--- config.mk ---
export PLATFORM = sky130hd
export DESIGN_NAME = seq_mul_sched
export DESIGN_NICKNAME = d
export VERILOG_FILES = /design/src/rtl/seq_mul_pkg.sv /design/src/rtl/seq_mul_sched_rr_arbiter.sv /design/src/rtl/seq_mul_sched.sv
export SDC_FILE = /design/constraint.sdc
export NUM_CORES = 1
export LEC_CHECK = 0
export BUFFER_PORTS_ARGS = -buffer_cell sky130_fd_sc_hd__buf_2
export CORE_MARGIN = 4
export CORE_UTILIZATION = 30
export CTS_BUF_LIST = sky130_fd_sc_hd__clkbuf_8 sky130_fd_sc_hd__clkbuf_16
export DETAILED_ROUTE_END_ITERATION = 10
export PLACE_DENSITY_LB_ADDON = 0.15
export SLEW_MARGIN = 20
export SYNTH_ARGS = -nofsm -noshare
export SYNTH_HDL_FRONTEND = slang
export SYNTH_SLANG_ARGS = --single-unit
--- constraint.sdc ---
create_clock -name clk -period 8.57 [get_ports clk]
set_clock_uncertainty 0.2 [all_clocks]
set_input_delay 1.714 -clock clk [delete_from_list [all_inputs] [get_ports clk]]
set_output_delay 1.714 -clock clk [all_outputs]
set_load 0.01 [all_outputs]
--- src/rtl/seq_mul_pkg.sv ---
// Shared definitions for the seq_mul scheduler: FSM encoding and index-width helper.
package seq_mul_pkg;

  typedef enum logic [1:0] {
    IDLE  = 2'd0,
    ISSUE = 2'd1,
    WAIT  = 2'd2,
    DONE  = 2'd3
  } state_e;

  // Minimum width of 1 keeps single-value fields legal.
  function automatic int clog2(input int n);
    int r;
    r = 1;
    while ((1 << r) < n) r++;
    return r;
  endfunction

endpackage

--- src/rtl/seq_mul_sched_rr_arbiter.sv ---
// Combinational round-robin arbiter: the requester after ptr_i has highest priority.
module rr_arbiter
  import seq_mul_pkg::*;
#(
  parameter int NREQ = 4,
  localparam int IDW = clog2(NREQ)
) (
  input  logic [NREQ-1:0] req_i,
  input  logic [IDW-1:0]  ptr_i,
  output logic [NREQ-1:0] gnt_o,
  output logic [IDW-1:0]  idx_o,
  output logic            valid_o
);

  logic           found;
  logic [IDW-1:0] j;

  always_comb begin
    gnt_o = '0;
    idx_o = '0;
    found = 1'b0;
    j     = '0;
    for (int k = 1; k <= NREQ; k++) begin
      j = IDW'((int'(ptr_i) + k) % NREQ);
      if (!found && req_i[j]) begin
        found    = 1'b1;
        gnt_o[j] = 1'b1;
        idx_o    = j;
      end
    end
  end

  assign valid_o = |req_i;

endmodule

--- src/rtl/seq_mul_sched.sv ---
// Shares one external seq_mul between NREQ requesters: arbitrate, issue, wait the
// fixed multiplier latency, then return the product tagged with the requester index.
//
//   state | meaning
//   IDLE  | no operation in flight, arbitrating
//   ISSUE | start pulse to seq_mul with latched operands, ack to winner
//   WAIT  | counting down the multiplier latency
//   DONE  | result_valid pulse, arbitrating for the next operation
module seq_mul_sched
  import seq_mul_pkg::*;
#(
  parameter int NREQ    = 4,
  parameter int WIDTH   = 4,
  parameter int MUL_LAT = 5,
  localparam int IDW    = clog2(NREQ),
  localparam int CNTW   = clog2(MUL_LAT)
) (
  input  logic                  clk,
  input  logic                  rst,
  input  logic [NREQ-1:0]       req,
  input  logic [NREQ*WIDTH-1:0] req_a,
  input  logic [NREQ*WIDTH-1:0] req_b,
  output logic [NREQ-1:0]       ack,
  output logic                  busy,
  output logic                  mul_start,
  output logic [WIDTH-1:0]      mul_a,
  output logic [WIDTH-1:0]      mul_b,
  input  logic [2*WIDTH-1:0]    mul_op,
  output logic [2*WIDTH-1:0]    result,
  output logic [IDW-1:0]        result_id,
  output logic                  result_valid
);

  state_e              state_q, state_d;
  logic [IDW-1:0]      ptr_q, ptr_d;
  logic [NREQ-1:0]     gnt_q, gnt_d;
  logic [IDW-1:0]      gid_q, gid_d;
  logic [WIDTH-1:0]    a_q, a_d;
  logic [WIDTH-1:0]    b_q, b_d;
  logic [CNTW-1:0]     cnt_q, cnt_d;
  logic [2*WIDTH-1:0]  result_q, result_d;
  logic [IDW-1:0]      result_id_q, result_id_d;

  logic [NREQ-1:0]     arb_gnt;
  logic [IDW-1:0]      arb_idx;
  logic                arb_valid;
  logic                grant_go;

  rr_arbiter #(.NREQ(NREQ)) u_arb (
    .req_i   (req),
    .ptr_i   (ptr_q),
    .gnt_o   (arb_gnt),
    .idx_o   (arb_idx),
    .valid_o (arb_valid)
  );

  assign grant_go = arb_valid && (state_q == IDLE || state_q == DONE);

  always_ff @(posedge clk or posedge rst) begin
    if (rst) begin
      state_q     <= IDLE;
      ptr_q       <= IDW'(NREQ - 1);
      gnt_q       <= '0;
      gid_q       <= '0;
      a_q         <= '0;
      b_q         <= '0;
      cnt_q       <= '0;
      result_q    <= '0;
      result_id_q <= '0;
    end else begin
      state_q     <= state_d;
      ptr_q       <= ptr_d;
      gnt_q       <= gnt_d;
      gid_q       <= gid_d;
      a_q         <= a_d;
      b_q         <= b_d;
      cnt_q       <= cnt_d;
      result_q    <= result_d;
      result_id_q <= result_id_d;
    end
  end

  always_comb begin
    state_d = state_q;
    unique case (state_q)
      IDLE, DONE: state_d = arb_valid ? ISSUE : IDLE;
      ISSUE:      state_d = WAIT;
      WAIT:       if (cnt_q == '0) state_d = DONE;
      default:    state_d = IDLE;
    endcase
  end

  always_comb begin
    ptr_d       = ptr_q;
    gnt_d       = gnt_q;
    gid_d       = gid_q;
    a_d         = a_q;
    b_d         = b_q;
    cnt_d       = cnt_q;
    result_d    = result_q;
    result_id_d = result_id_q;
    if (grant_go) begin
      ptr_d = arb_idx;
      gnt_d = arb_gnt;
      gid_d = arb_idx;
      for (int i = 0; i < NREQ; i++) begin
        if (arb_gnt[i]) begin
          a_d = req_a[i*WIDTH +: WIDTH];
          b_d = req_b[i*WIDTH +: WIDTH];
        end
      end
    end
    if (state_q == ISSUE) cnt_d = CNTW'(MUL_LAT - 1);
    if (state_q == WAIT) begin
      if (cnt_q == '0) begin
        result_d    = mul_op;
        result_id_d = gid_q;
      end else begin
        cnt_d = cnt_q - CNTW'(1);
      end
    end
  end

  always_comb begin
    ack          = '0;
    mul_start    = 1'b0;
    mul_a        = '0;
    mul_b        = '0;
    result_valid = (state_q == DONE);
    busy         = (state_q != IDLE);
    if (state_q == ISSUE) begin
      ack       = gnt_q;
      mul_start = 1'b1;
      mul_a     = a_q;
      mul_b     = b_q;
    end
  end

  assign result    = result_q;
  assign result_id = result_id_q;

endmodule

Word-level counts from Yosys, hierarchy flattened
Cells that the tools add are included.
Cells by class
  add/sub/neg operators: 5
  multipliers: 0
  div/mod/pow operators: 0
  magnitude comparators: 8
  equality and inequality tests: 4
  shifts and indexed selects: 0
  mux-type cells: 45
  bitwise operators: 3
  reductions and logical operators: 20
Operator list (number)
  two-way mux 4 bit: 15
  two-way mux 1 bit: 13
  < comparator 2 x 3 -> 1 bit (second input constant): 4
  bitwise OR 4 bit: 3
  two-way mux 2 bit: 5
  two-way mux 3 bit: 3
  binary-select mux 1 bit (select 2 bit): 4
  demux 1 bit (select 2 bit): 4
  greater-or-equal comparator 2 x 1 -> 1 bit (second input constant): 4
  logical AND 1 bit: 8
  case mux 2 bit (3 select lines): 1
  adder 2 x 1 -> 2 bit (second input constant): 2
  adder 2 bit (second input constant): 2
  == test 2 bit (second input constant): 2
  AND reduction 2 bit: 2
  nonzero test 4 bit: 1
  OR reduction 4 bit: 1
  logical NOT 1 bit: 3
  logical NOT 3 bit: 1
  subtractor 3 x 1 -> 3 bit (second input constant): 1
  == test 2 x 1 -> 1 bit (second input constant): 1
  logical NOT 2 bit: 1
  inequality test 2 x 1 -> 1 bit (second input constant): 1
  nonzero test 2 bit: 1
  2 further kinds: 2
Word-level totals
  register bits after elaboration: 31
  bits in latches: 0
  RAM bits: 0
  memory bits (read-only): 0
  input port bits: 46
  output and inout port bits: 25
  memories kept: 0

Logic depth before layout (Yosys ltp)
Gate-level depths: netlist of the first run.
  word-level depth: 17
  depth in mapped cells: 12

Hierarchy
From an unflattened synthesis of the first run, not the netlist that was laid out.
Unflattened totals
  cell total of the unflattened synthesis: 217
  area, all modules: 2175.8 sq um
Modules (own cells, without submodules)
  seq_mul_sched: instances 1, cells each 147, area each 1635.3 sq um
  rr_arbiter: instances 1, cells each 70, area each 540.5 sq um

Least setup slack after synthesis of the first run
Ideal clock, no wire load.
  kind: in2reg
  start point: input port req[0]
  end point: register b_q[0]
  arrival: 3.933 ns
  setup slack: 4.351 ns
  cell stages on the path: 9
  buffers on the path: 3
  cells stage by stage: buf_2 -> mux4_2 -> nor2b_4 -> a22o_1 -> buf_6 -> or3_1 -> or4_4 -> buf_6 -> a32oi_1
On the way
  cells in the longest elaborated chain, start to end: 15
  elaborated cells between the ends (all ways): 31
Ends and longest elaborated chain
  start: declaration: line seq_mul_sched.sv:20  | input logic [NREQ-1:0] req,
  binary-select mux 1 bit (select 2 bit): line seq_mul_sched_rr_arbiter.sv:25  | if (!found && req_i[j]) begin
  two-way mux 1 bit (implied by the code): line seq_mul_sched_rr_arbiter.sv:25
  two-way mux 1 bit: line seq_mul_sched_rr_arbiter.sv:25
  logical NOT 1 bit: line seq_mul_sched_rr_arbiter.sv:25
  logical AND 1 bit: line seq_mul_sched_rr_arbiter.sv:25
  two-way mux 1 bit: line seq_mul_sched_rr_arbiter.sv:25
  logical NOT 1 bit: line seq_mul_sched_rr_arbiter.sv:25
  logical AND 1 bit: line seq_mul_sched_rr_arbiter.sv:25
  two-way mux 1 bit: line seq_mul_sched_rr_arbiter.sv:25
  logical NOT 1 bit: line seq_mul_sched_rr_arbiter.sv:25
  logical AND 1 bit: line seq_mul_sched_rr_arbiter.sv:25
  two-way mux 4 bit: line seq_mul_sched_rr_arbiter.sv:25
  two-way mux 4 bit (3 in series): line seq_mul_sched.sv:107  | if (arb_gnt[i]) begin
  end signal: assignment: line seq_mul_sched.sv:66  | b_q <= '0;
  end signal: assignment: line seq_mul_sched.sv:76  | b_q <= b_d;
  end: declaration: line seq_mul_sched.sv:39  | logic [WIDTH-1:0] b_q, b_d;
Several ways; a longest one is shown, not always the timed one. The select of a mux whose other input is x is not followed.
A chain may end at the register's enable or synchronous reset.

Worst setup path after layout of the first run
  start point: input port req[1]
  end point: register b_q[0]
The elaborated chain is that of the path after synthesis.

==> metrics.md, run 1 <==
| Metric | Value |
|---|---|
| PostCTS Resize Cnt | 0 |
| Cell area after layout | 2830 um^2 |
| Synthesized area | 2320 um^2 |
| Hold Fails Final Rpt | 0 |
| DRT antenna net count | 0 |
| Final setup viols | 0 |
| Most numerous cell in the Yosys netlist | dfrtp_1 |
| Largest net degree at the start of global routing | 32 |
| Residual DRC | 0 |
| Min Tclk post-route | 4.22 ns |
| Placer Congestion | 0.808 |
| Max H-tree Level | 2 |
| Period utilisation layout | 49.2% |
| CTS Buffer Depth | 2 |
| Initial core utilization | 31.5% |
| Clock transition at path regs | 0.06 ns |
| Register area share after synthesis | 33.5% |
| DRT Pass-1 Iters | 4 |
| Worst Setup End Kind | register |
| Layout area overhead | 21.8% |
| RSZ-0062 raised after global routing | no |
| Synth cell count leaders | 29 x dfrtp_1, 28 x inv_1, 16 x nand2_1, 14 x ha_1, 12 x and2_1 |
| Syn Inst Count | 240 |
| CP arrival | 4.21 ns |
| Hpwl dp | 4.50 mm |
| Post-synthesis async set-or-reset flop share | 100% |
| CP max stage delay | 0.60 ns |
| Run status | finished clean |
| Total wire length | 5.92 mm |
| DIE HEIGHT | 96.0 um |
| Worst Setup Path Type | in2reg |
| Crit-path cells | buf_2, mux4_2, nor2b_4, a22o_1, or3_1, or4_4, a32oi_1 |
| Yosys warns | 0 |
| Initial antenna violation count | 0 |
| Placement Cell Area | 2730 um^2 |
| I/O pin cnt | 71 |
| RR Startpoint | ptr_q[0]$_DFFE_PP1P_ |
| CP startpoint | req[1] |
| Crit path launch type | primary input |
| Share of cells above drive strength 1 | 34.4% |
| Core Footprint | 7370 um^2 |
| CTS tree | built |
| Synth Flop Type | dfrtp_1 |
| Post-CTS setup buffers | 0 |
| ANT cells | 0 |
| Post-synth cell types | 47 |
| Die outline width | 96.0 um |
| Slew headroom | 40.2% |
| Leading area contributor after synthesis | dfrtp_1 |
| CTS root buffer | clkbuf_8 |
| Clock sinks | 31 |
| Vias | 2011 |
| Die ar. | 9210 um^2 |
| Hold crit path type | reg2reg |
| Crit Path Max Fanout | 11 |
| CTS Hold Bufs | 0 |
| GR Util All Layers | 13.0% |
| Max Transition Viols Final | 0 |
| #FFs+latches synth | 31 |
| Worst path required time | 8.57 ns |
| Max Cap Violations | 0 |
| Setup_tns | 0 ns |
| Post-synth EDFFs | 0 |
| GRT overflow | 0 |
| Vias in the first global route | 1985 |
| HP Start | gnt_q[2]$_DFFE_PP0P_ |
| Routed len/inst | 14.6 um |
| Final #Nets | 364 |
| Clk Latency, worst-skew pair | 0.28 ns |
| Iter 0 DRT Violations | 74 |
| Syn_area_per_cell | 9.68 um^2 |
| Pwr Density | 403 nW/um^2 |
| Port bufs | 70 |
| Number of CTS-inserted buffers | 5 |
| Yosys top cell area share | 31.3% |
| FP Rows | 31 |
| Worst vdd ir | 0.000142 V |
| Routed vias/inst | 4.98 |
| Most area-consuming cells after synthesis | dfrtp_1 31%, ha_1 7.5%, mux2_2 5.3% |
| First-pass GRT wire length | 9.43 mm |
| Slowest-stage cell, CP | or4_4 |
| Fill cells | 805 |
| Fmax | 237 MHz |
| Pleak | 1.37 nW |
| Worst-margin pin slew | 0.897 ns |
| Syn Nets | 300 |
stage by stage:
step | worst slack [ns] | power [mW] | hold WS (ns) | std cells | util [%]
2_1_floorplan | 4.35 | 0.849 | 0.238 | 240 | -
3_3_place_gp | 4.07 | 1.03 | 0.254 | 396 | 37.1
3_5_place_dp | 4.00 | 1.03 | 0.258 | 396 | 37.1
4_1_cts | 4.29 | 1.15 | 0.274 | 404 | 38.3
5_1_grt | 4.17 | 1.25 | 0.315 | 404 | 38.4
6_report | 4.35 | 1.14 | 0.270 | 404 | 38.4
critical path, delay by kind of cell:
family | cells | cell delay (ns)
buffers and inverters | 1 | 0.15
muxes | 1 | 0.55
AOI/OAI and AO/OA | 2 | 0.51
and+or+nand+nor | 3 | 1.28
flip-flops by register name, summed over array words and instances (netlist names):
signal	count
result	8
a_q	4
b_q	4
gnt_q	4
cnt_q	3
gid_q	2
ptr_q	2
result_id	2
state_q	2
cell families (layout without fill, tap and decap cells):
family	count (synthesis)	in the layout	share of synthesized area, %
DFF	31	31	33.5
AOI/OAI and AO/OA	70	70	24.1
buffers and inverters	45	110	8.78
muxes	16	16	9.11
and+or+nand+nor	64	64	16.9
adders and majority gates	14	14	7.54
placed cells by master (no fill, tap or decap), drive strengths merged, types with 8 or more instances in the layout:
cell	synthesis	layout
a21oi	9	9
a32oi	8	8
and2	12	12
buf	9	74
dfrtp	29	29
ha	14	14
inv	28	29
mux2	11	11
nand2	16	16
nor4b	8	8
o311ai	8	8
o31a	9	9
o31ai	9	9
layer usage:
layer	global-route usage [%]	up-vias	share of wire, %
met5	0	-	0
met4	4.62	0	1.9
met2	19.3	65	41
met1	18.0	914	49
met3	3.44	11	8.3
li1	-	1021	-
worst paths after layout:
path	slack (ns)	cells past startpoint	endpoint
setup reg to reg	4.73	7	b_q[0]$_DFFE_PP0P_
hold reg to reg	0.27	2	gnt_q[2]$_DFFE_PP0P_
max in group asynchronous	6.55	3	ptr_q[1]$_DFFE_PP1P_
min in group asynchronous	1.29	3	state_q[1]$_DFFE_PP0P_
hold / removal	0.27	2	gnt_q[2]$_DFFE_PP0P_
setup / recovery	4.35	7	b_q[0]$_DFFE_PP0P_
where the power goes:
part	switching, mW	internal (mW)	leakage, nW
sequential	0.0510	0.228	0.362
clock	0.0543	0.0635	0.0524
combinational	0.424	0.319	0.953
total	0.529	0.611	1.37
final cells by class:
type	count	area (um^2)	share of cell area, %
repair buffers	74	380	13.5
flip-flops and latches	31	778	27.5
multi-input cells	164	1350	47.7
clock buffers	6	82.6	2.92
well taps	99	124	4.38
inverters	28	105	3.72
clock inverters	2	8.76	0.310
Note: power is estimated with default switching activity, not from simulation.
==> inputs of run 2 (changes only) <==
- clock period: 8.57 -> 4.1 ns (I/O delays scaled with it)
==> metrics.md, run 2 (same netlist as run 1, synthesis figures left out) <==
| Metric | Value |
|---|---|
| Run status | finished clean |
| RR Startpoint | ptr_q[0]$_DFFE_PP1P_ |
| Crit Path Max Fanout | 11 |
| Pleak | 1.38 nW |
| FP Rows | 31 |
| Clock transition at path regs | 0.07 ns |
| Final worst slack | 0.346 ns |
| Min Tclk post-route | 3.75 ns |
| Worst R2R Path Depth | 7 |
| Clock sinks | 31 |
| Largest net degree at the start of global routing | 22 |
| Routed vias/inst | 5.06 |
| Pwr Density | 837 nW/um^2 |
| DRT Pass-1 Iters | 4 |
| Max reg flops | 8 |
| Number of CTS-inserted buffers | 5 |
| Post-CTS setup buffers | 0 |
| I/O pin cnt | 71 |
| Worst path bufs/invs | 1 |
| Worst vdd ir | 0.000346 V |
| Crit-path cells | inv_1, ha_1, mux4_2, a22o_1, or3_1, o311ai_0, a32oi_1 |
| Commonest cells after routing, fill and taps aside | 70 x buf_2, 29 x dfrtp_1, 28 x inv_1, 16 x nand2_1, 14 x ha_1 |
| Setup_tns | 0 ns |
| CTS root buffer | clkbuf_8 |
| Die ar. | 9210 um^2 |
| Crit path launch type | register |
| Final setup viols | 0 |
| Layout area overhead | 22.3% |
| CP top delay family | compound AO/OA/AOI/OAI gates |
| Slowest-stage cell, CP | dfstp_2 |
| Most common cell after layout, fill and taps aside | buf_2 |
| Die outline width | 96.0 um |
| Max Cap Violations | 0 |
| CTS tree | built |
| DRT antenna net count | 0 |
| Period utilisation layout | 91.6% |
| CP arrival | 3.69 ns |
| Fill cells | 798 |
| Total power | 2.38 mW |
| CTS Buffer Depth | 2 |
| Placer Congestion | 0.781 |
| Hold crit path type | reg2reg |
| Fmax | 266 MHz |
| Share of cells above drive strength 1 | 35.1% |
| Port bufs | 70 |
| Hpwl dp | 4.61 mm |
| Max H-tree Level | 2 |
| Core Footprint | 7370 um^2 |
| Worst-margin pin slew | 0.798 ns |
| Area of the multi-input gates | 1350 um^2 |
| HP Start | gnt_q[3]$_DFFE_PP0P_ |
| Final #Nets | 367 |
| Hold WS | 0.273 ns |
| DIE HEIGHT | 96.0 um |
| Worst Setup Path Type | reg2reg |
| First-pass GRT wire length | 9.48 mm |
| R2R Setup Slk | 0.35 ns |
| Initial core utilization | 31.5% |
| Hold Fails Final Rpt | 0 |
| Clk Latency, worst-skew pair | 0.28 ns |
| Total wire length | 5.90 mm |
| Hold path depth | 2 |
| GR Util All Layers | 13.0% |
| Iter 0 DRT Violations | 88 |
| Worst path required time | 4.04 ns |
| Slew headroom | 46.7% |
| Worst flop-to-flop path endpoint | b_q[3]$_DFFE_PP0P_ |
| Placement Setup Slack | 0.342 ns |
| Vias in the first global route | 1993 |
| Residual DRC | 0 |
| Max Transition Viols Final | 0 |
| Register Area | 778 um^2 |
| Initial antenna violation count | 0 |
| RSZ-0062 raised after global routing | no |
| CTS Hold Bufs | 0 |
| ANT cells | 0 |
| Worst Setup End Kind | register |
| CP max stage delay | 0.66 ns |
| Hold worst-path end | gnt_q[3]$_DFFE_PP0P_ |
| PostCTS Resize Cnt | 0 |
| Vias | 2061 |
| GRT overflow | 0 |
| Routed len/inst | 14.5 um |
## run 2: cell count changes in the layout (fill, tap and decap cells not counted)
cell / change
buf_4: +3
clkinv_2: +2
clkbuf_8: -1
inv_1: -1
o21ai_1: +1
o21ai_2: -1
## run 2: how the worst max path moves through the flow
stage	from	to	slack (ns)	cells after the start
finish	ptr_q[0]$_DFFE_PP1P_	b_q[3]$_DFFE_PP0P_	0.35	7
global route	ptr_q[0]$_DFFE_PP1P_	b_q[3]$_DFFE_PP0P_	0.10	7
CTS	ptr_q[0]$_DFFE_PP1P_	b_q[0]$_DFFE_PP0P_	0.33	7
detailed placement	ptr_q[0]$_DFFE_PP1P_	b_q[0]$_DFFE_PP0P_	0.34	7
global placement	ptr_q[0]$_DFFE_PP1P_	b_q[0]$_DFFE_PP0P_	0.40	7
floorplan	ptr_q[1]$_DFFE_PP1P_	b_q[0]$_DFFE_PP0P_	0.56	11
## run 2: where the power goes
part	leakage [nW]	switching, mW	total (mW)	internal [mW]
registers	0.362	0.105	0.582	0.476
clock network	0.0477	0.113	0.229	0.116
logic	0.966	0.877	1.56	0.688
total	1.38	1.09	2.38	1.28
## run 2: per-layer routing
layer	wire length, um	GRT usage (%)	share of wire, %
met5	0	0	0
met3	531	3.91	9.0
met2	2490	19.2	42
met1	2760	17.7	47
met4	125	5.33	2.1
## run 2: layout make-up
cell class	instances	area share, %
multi-input cells	164	47.4
flip-flops and latches	31	27.4
repair buffers	77	14.2
well taps	99	4.36
inverters	28	3.70
clock buffers	5	2.42
clock inverters	3	0.529
## run 2: metrics by stage
stage	instance area, um^2	utilization, %	instances
final	2840	38.5	407
after global routing	2840	38.5	407
after CTS	2840	38.5	407
after detailed placement	2760	37.4	399
after global placement	2760	37.4	399
after floorplan	2320	-	240
## run 2: worst min-delay path, delay by kind of cell (launching register included)
kind	cells	cell delay (ns)
compound gates	1	0.06
simple gates	1	0.05
flops	1	0.33
==> inputs of run 3 (changes only) <==
- ABC_AREA: not set -> 0
- CORE_UTILIZATION: 30 -> 38
==> metrics.md, run 3 (same netlist as run 1, synthesis figures left out) <==
| Metric | Value |
|---|---|
| Run status | finished clean |
| Routed len/inst | 14.7 um |
| Hold Fails Final Rpt | 0 |
| DRT Pass-1 Iters | 4 |
| Iter 0 DRT Violations | 65 |
| Worst Setup End Kind | register |
| Hold worst-path end | gnt_q[2]$_DFFE_PP0P_ |
| Routed vias/inst | 5.30 |
| Period utilisation layout | 91.6% |
| I/O pin cnt | 71 |
| DRT antenna net count | 0 |
| Placed Cells | 375 |
| Fmax | 266 MHz |
| Port bufs | 70 |
| Commonest cells after routing, fill and taps aside | 70 x buf_2, 29 x inv_1, 29 x dfrtp_1, 16 x nand2_1, 14 x ha_1 |
| Vias in the first global route | 1917 |
| Crit path depth | 7 |
| Share of cells above drive strength 1 | 34.7% |
| Max Cap Violations | 0 |
| Worst Setup Path Type | reg2reg |
| Clock transition at path regs | 0.06 ns |
| FP Rows | 28 |
| Die ar. | 7430 um^2 |
| Worst path required time | 4.09 ns |
| Layout area overhead | 21.7% |
| Die outline width | 86.2 um |
| ANT cells | 0 |
| DIE HEIGHT | 86.2 um |
| First-pass GRT wire length | 9.22 mm |
| Min Tclk post-route | 3.76 ns |
| PostCTS Resize Cnt | 0 |
| GRT overflow | 0 |
| GR Util All Layers | 15.6% |
| Crit path launch type | register |
| Fill cells | 600 |
| Area of the multi-input gates | 1350 um^2 |
| Worst R2R Path Depth | 7 |
| Initial core utilization | 39.2% |
| HP Start | gnt_q[2]$_DFFE_PP0P_ |
| Hpwl dp | 4.36 mm |
| Total wire length | 5.63 mm |
| Final #Nets | 367 |
| Worst flop-to-flop path endpoint | b_q[0]$_DFFE_PP0P_ |
| Clk Latency, worst-skew pair | 0.27 ns |
| Pwr Density | 848 nW/um^2 |
| CTS tree | built |
| Max Transition Viols Final | 0 |
| CP top delay family | simple AND/OR/NAND/NOR gates |
| RR Startpoint | ptr_q[0]$_DFFE_PP1P_ |
| Post-Layout Cell Count | 383 |
| CTS root buffer | clkbuf_8 |
| Most common cell after layout, fill and taps aside | buf_2 |
| Crit Path Max Fanout | 11 |
| Worst-margin pin slew | 0.516 ns |
| Slowest-stage cell, CP | dfstp_2 |
| Worst path bufs/invs | 1 |
| R2R Setup Slk | 0.34 ns |
| Core Footprint | 5920 um^2 |
| Clock sinks | 31 |
| Initial antenna violation count | 0 |
| Vias | 2030 |
| CTS Hold Bufs | 0 |
| Pleak | 1.38 nW |
| CP max stage delay | 0.65 ns |
| CP arrival | 3.75 ns |
| CTS Buffer Depth | 2 |
| Worst vdd ir | 0.000545 V |
| Register Area | 778 um^2 |
| Residual DRC | 0 |
| Hold path depth | 2 |
| Final setup viols | 0 |
| Hold crit path type | reg2reg |
| Setup_tns | 0 ns |
| Placer Congestion | 0.849 |
| Number of CTS-inserted buffers | 5 |
| Crit-path cells | inv_1, ha_1, mux4_2, a22o_1, or3_1, or4_4, a32oi_1 |
| Max reg flops | 8 |
| Max H-tree Level | 2 |
| RSZ-0062 raised after global routing | no |
| Largest net degree at the start of global routing | 32 |
| Post-CTS setup buffers | 0 |
| Slew headroom | 65.5% |
==> run 3: routing by layer <==
metal	part of all wire [%]	wire, um	global-route usage, %	up-vias
met3	8.0	451	3.71	5
met5	0	0	0	-
li1	-	-	-	1023
met2	47	2630	24.9	61
met4	0.98	55	4.67	0
met1	44	2490	21.0	941
==> run 3: worst max path at each step <==
| stage | slack (ns) | endpoint | from |
|---|---|---|---|
| detailed placement | 0.35 | b_q[0]$_DFFE_PP0P_ | ptr_q[0]$_DFFE_PP1P_ |
| floorplan | 0.56 | b_q[0]$_DFFE_PP0P_ | ptr_q[1]$_DFFE_PP1P_ |
| finish | 0.34 | b_q[0]$_DFFE_PP0P_ | ptr_q[0]$_DFFE_PP1P_ |
| global route | 0.10 | a_q[3]$_DFFE_PP0P_ | ptr_q[0]$_DFFE_PP1P_ |
| global placement | 0.42 | b_q[0]$_DFFE_PP0P_ | ptr_q[0]$_DFFE_PP1P_ |
| CTS | 0.34 | b_q[0]$_DFFE_PP0P_ | ptr_q[0]$_DFFE_PP1P_ |
==> run 3: stage by stage <==
step	worst slack (ns)	hold slack [ns]	util [%]	instance area, um^2	power [mW]
floorplan	0.555	0.238	-	2320	1.78
global placement	0.423	0.255	46.0	2730	2.15
detailed placement	0.349	0.259	46.0	2730	2.16
CTS	0.343	0.275	47.7	2830	2.42
global route	0.103	0.301	47.7	2830	2.64
finish	0.343	0.269	47.7	2830	2.40
==> run 3: worst min-delay path, stage by stage, from the launching register on <==
cell	delay, ns
dfrtp_1	0.34
nand2_1	0.05
nand2_1	0.05
==> run 3: area by class of cell <==
cell class                 instances  area share [%]
clock buffer                       7            3.41
clock inverter                     1           0.133
inverter                          28            3.72
multi-input combinational        164            47.6
sequential                        31            27.5
tap                               75            3.32
timing repair buffer              77            14.3
==> run 3: power breakdown <==
group	internal, mW	switching, mW
clock network	0.150	0.103
registers	0.476	0.0990
logic	0.689	0.880
